### config.mk
export PLATFORM = sky130hd
export DESIGN_NAME = demultiplexer_reg
export DESIGN_NICKNAME = d
export VERILOG_FILES = /design/src/rtl/demultiplexer_reg.sv
export SDC_FILE = /design/constraint.sdc
export NUM_CORES = 1
export LEC_CHECK = 0
export ABC_AREA = 1
export CORE_AREA = 2 2 39 41
export DETAILED_ROUTE_END_ITERATION = 8
export DIE_AREA = 0 0 41 43
export DONT_BUFFER_PORTS = 1
export PLACE_DENSITY = 0.4
export SLEW_MARGIN = 20
export SYNTH_ARGS = -nofsm -noshare
export SYNTH_HDL_FRONTEND = slang
export SYNTH_SLANG_ARGS = --single-unit
### constraint.sdc
create_clock -name clk -period 0.8 [get_ports clk]
set_input_delay 0.12 -clock clk [delete_from_list [all_inputs] [get_ports clk]]
set_output_delay 0.12 -clock clk [all_outputs]
set_load 0.1 [all_outputs]
### src/rtl/demultiplexer_reg.sv
// 1-to-4 registered demultiplexer: routes `a` to the bus picked by `sel`, zeroes the rest,
// and flags the routed bus in a one-hot `valid` so a routed zero can be told apart from idle.
module demultiplexer_reg #(
    parameter int unsigned WIDTH = 2
) (
    input  logic             clk,
    input  logic             rst_n,
    input  logic             en,
    input  logic [1:0]       sel,
    input  logic [WIDTH-1:0] a,
    output logic [WIDTH-1:0] w,
    output logic [WIDTH-1:0] x,
    output logic [WIDTH-1:0] y,
    output logic [WIDTH-1:0] z,
    output logic [3:0]       valid
);

    localparam int unsigned NUM_BUS = 4;

    logic [WIDTH-1:0]   w_d, w_q;
    logic [WIDTH-1:0]   x_d, x_q;
    logic [WIDTH-1:0]   y_d, y_q;
    logic [WIDTH-1:0]   z_d, z_q;
    logic [NUM_BUS-1:0] valid_d, valid_q;

    // Next-state steering: everything idles at zero unless enabled.
    always_comb begin
        w_d     = '0;
        x_d     = '0;
        y_d     = '0;
        z_d     = '0;
        valid_d = '0;
        if (en) begin
            unique case (sel)
                2'd0: w_d = a;
                2'd1: x_d = a;
                2'd2: y_d = a;
                2'd3: z_d = a;
                default: ;
            endcase
            valid_d = NUM_BUS'(1) << sel;
        end
    end

    always_ff @(posedge clk or negedge rst_n) begin
        if (!rst_n) begin
            w_q     <= '0;
            x_q     <= '0;
            y_q     <= '0;
            z_q     <= '0;
            valid_q <= '0;
        end else begin
            w_q     <= w_d;
            x_q     <= x_d;
            y_q     <= y_d;
            z_q     <= z_d;
            valid_q <= valid_d;
        end
    end

    assign w     = w_q;
    assign x     = x_q;
    assign y     = y_q;
    assign z     = z_q;
    assign valid = valid_q;

endmodule

# Word level (Yosys, flattened, before mapping)
# Index checks and enable logic that the tools add are counted.
[totals]
regBits = 12
latchBits = 0
ramBits = 0
mem_bits_ro = 0
input_bits = 7
out_inout_bits = 12
elab_cells = 19
mem_count = 0
[op_classes]
add_sub_neg = 0
mul = 0
div = 0
n_lt_le_gt_ge = 0
eq_ne = 3
shift = 1
n_mux = 9
n_bitwise = 0
reduce_logical = 1
[ops]
columns = ["operator", "count"]
rows = [
  ["$mux W2", 8],
  ["$eq A2 B2 Y1 const B", 2],
  ["$mux W4", 1],
  ["$shl A1 B2 Y4 const A", 1],
  ["$eq A2 B1 Y1 const B", 1],
  ["$logic_not A2 Y1", 1],
]

# Logic depth before layout (Yosys ltp)
[logic_depth]
word_depth = 3
depth_mapped = 3
ltp_nobuf = 3

# Least setup slack after synthesis
# OpenSTA, ideal clock, no wires.
[synth_path]
path_kind = "register to output"
from = "register valid_q[0], in the netlist valid[0]"
to = "output port valid[0]"
arrival_ns = 0.883
required_time_ns = 0.680
slack_ns = -0.203
path_stages_with_launch = 1
path_buffers = 0
path_cell_list = "dfrtp_1"
[synth_rtl]
columns = ["item", "line", "text"]
rows = [
  ["start: declaration", "24", "logic [NUM_BUS-1:0] valid_d, valid_q;"],
  ["start signal: assignment", "57", "valid_q <= valid_d;"],
  ["end: declaration", "15", "output logic [3:0] valid"],
]
# No word-level cell between the ends.

# Worst setup path after layout
[layout_path]
from = "register z_q[1], in the netlist z[1]"
to = "output port z[1]"
[layout_rtl]
columns = ["item", "line", "text"]
rows = [
  ["start: declaration", "23", "logic [WIDTH-1:0] z_d, z_q;"],
  ["start signal: assignment", "56", "z_q <= z_d;"],
  ["end: declaration", "14", "output logic [WIDTH-1:0] z,"],
]
# No word-level cell between the ends.

==> results by group <==
STA
  – Normalized max-slew margin: between 60% and 70%
  – Final slew viol count: 0
  – Final worst slack: -0.176 ns
  – Fmax: 1020 MHz
  – RSZ-0062 raised after global routing: yes
  – Endpoints failing setup: 12
  – Final Hold Viols: 0
  – Tcrit/Tclk final: 122%
  – Min Tclk post-route: between 0.9 and 1 ns
  – Worst-margin pin slew: 0.494 ns

Logic synthesis
  – Cells after synthesis: 33
  – Number of synthesized register bits: 12
  – Synthesized net count: 40
  – Netlist cell types: 5
  – Sequential share of the synthesized area: 78.4%
  – Post-synthesis cell area: roughly 380 µm²
  – Synth warn: 0
  – Mapped Avg Cell Area: between 10 and 15 µm²

Worst hold path
  – HP Class: input pin to register

Drt
  – Routed len/inst: 9.94 µm
  – Routed wire length: 646 µm
  – Via count: 270
  – Vias per inst: 4.15
  – First-pass DRT Iterations: 4
  – Violation count after the first detailed-route iteration: 2
  – Final antenna-violating net count: 0
  – DRC viols: 0

Final layout
  – Cell area after layout: 691 µm²
  – Share of layout cells above drive strength 1: 55.1%
  – Area growth syn-to-layout: 80.4%
  – Util after Layout: between 40% and 50%
  – Final net count: 58
  – # fillers: approximately 120
  – Antenna diode count: 0

GRT
  – Total global-route track usage: 10.1%
  – Largest net degree at the start of global routing: 13
  – Gr ovfl total: 0
  – Vias in the first global route: 283
  – Global-route wire length before repair: 1080 µm
  – Initial antenna violation count: 0

Die
  – Floorplan row count: 14
  – Initial core utilization: 27.7%
  – Core area: 1380 µm²
  – Die Area: 1760 µm²
  – IO Count: 19
  – Die Width: 41 µm
  – Die Y: 43 µm

Setup path
  – Crit-path max FO: 1
  – CP Cell Sequence: buf_12
  – Worst path arrival time: 0.86 ns
  – CP Data Required Time: between 0.6 and 0.7 ns
  – CP Capture Type: output port
  – CP max stage delay: 0.42 ns
  – CP Launch Type: register
  – Slowest cell on the critical path: dfrtp_2
  – CP Buf/Inv Count: 1
  – CP Class: register to output port
  – CP top delay family: flip-flops

Clock tree
  – # Post-CTS Setup Buffers: 0
  – Clock Path Buffers: 2
  – CTS root buffer: clkbuf_4
  – Clk sinks: 12
  – H-tree depth: 1
  – Clock-pin slew on the worst setup and hold paths: 0.06 ns
  – CTS tree: built
  – TritonCTS Buffers: 3

Placement
  – Port Buffers: 0
  – Routability cong.: 0.672
  – Placed Instance Area: 658 µm²
  – Dpl hpwl: 524 µm

Power and ir drop
  – P_leak: 0.345 nW
  – PD cells: 1790 nW/µm²
  – Worst IR drop on VDD: 0.000901 V

Run status
  – Violated checks: setup timing
  – Status: complete, but fails checks

Flow run
  – # Max-Cap Violations: 0
==> final cells by class <==
type	count	area (µm²)	area share, %
Sequential cell	12	315	45.7
Timing Repair Buffer	13	250	36.2
Multi-Input combinational cell	13	52.6	7.61
Inverter	8	30.0	4.35
Clock buffer	3	22.5	3.26
Tap cell	16	20.0	2.90
==> cell families after synthesis <==
family / synth area share (%)
buffers and inverters: 7.84
DFF: 78.4
and+or+nand+nor: 13.7
==> worst paths after layout <==
check                      start        to  slack, ns  depth (start not counted)
max                         z[1]      z[1]      -0.18                          1
max in group asynchronous  rst_n      z[0]       0.19                          1
min in group asynchronous  rst_n      w[0]       0.26                          1
min                           en  valid[3]       0.01                          2
==> cells in the final DEF (no fill, tap or decap) <==
cell and n:
dfrtp_2 12, nor2_1 9, dlygate4sd3_1 1, nand3_1 3
clkbuf_4 3, inv_1 8, nand2_1 1, buf_12 12
==> Yosys cell counts, drive strengths merged <==
cell | count | area share, %
inv | 8 | 7.8
nand3 | 3 | 3.9
nor2 | 9 | 8.8
nand2 | 1 | 0.98
dfrtp | 12 | 78
==> where the power goes <==
group	switching [W]	leakage (nW)	internal [W]	total [W]
sequential	0.0000147	0.145	0.000628	0.000642
clock	0.000171	0.0138	0.000174	0.000345
combinational	0.000171	0.186	0.0000810	0.000252
total	0.000357	0.345	0.000883	0.00124
==> per-layer routing <==
metal	share of wire [%]	vias to the layer above	wire, µm	GRT usage [%]
li1	-	127	-	-
met1	31	127	199	8.22
met2	55	14	355	15.3
met3	12	2	77	5.76
met4	1.9	0	12	10.0
met5	0	-	0	0
==> metrics by stage <==
stage	hold WS, ns	power [W]	setup TNS, ns	setup slack, ns	cells
finish	0.0135	0.00124	-1.96	-0.176	65
global route	0.0210	0.00130	-2.29	-0.197	65
CTS	0.0136	0.00126	-2.05	-0.183	65
detailed placement	-0.175	0.000895	0	0.109	61
global placement	-0.175	0.000893	0	0.121	61
floorplan	-0.176	0.000800	0	0.0343	33
==> flip-flops by register name, summed over array words and instances (netlist names) <==
signal  cells
x           2
w           2
valid       4
z           2
y           2
==> what timing repair did <==
item,CTS,global route
hold endpoints to repair,12,0
resized for setup,0,0
hold buffers,1,0
setup endpoints to repair,12,12
(Power assumes the default switching activity.)
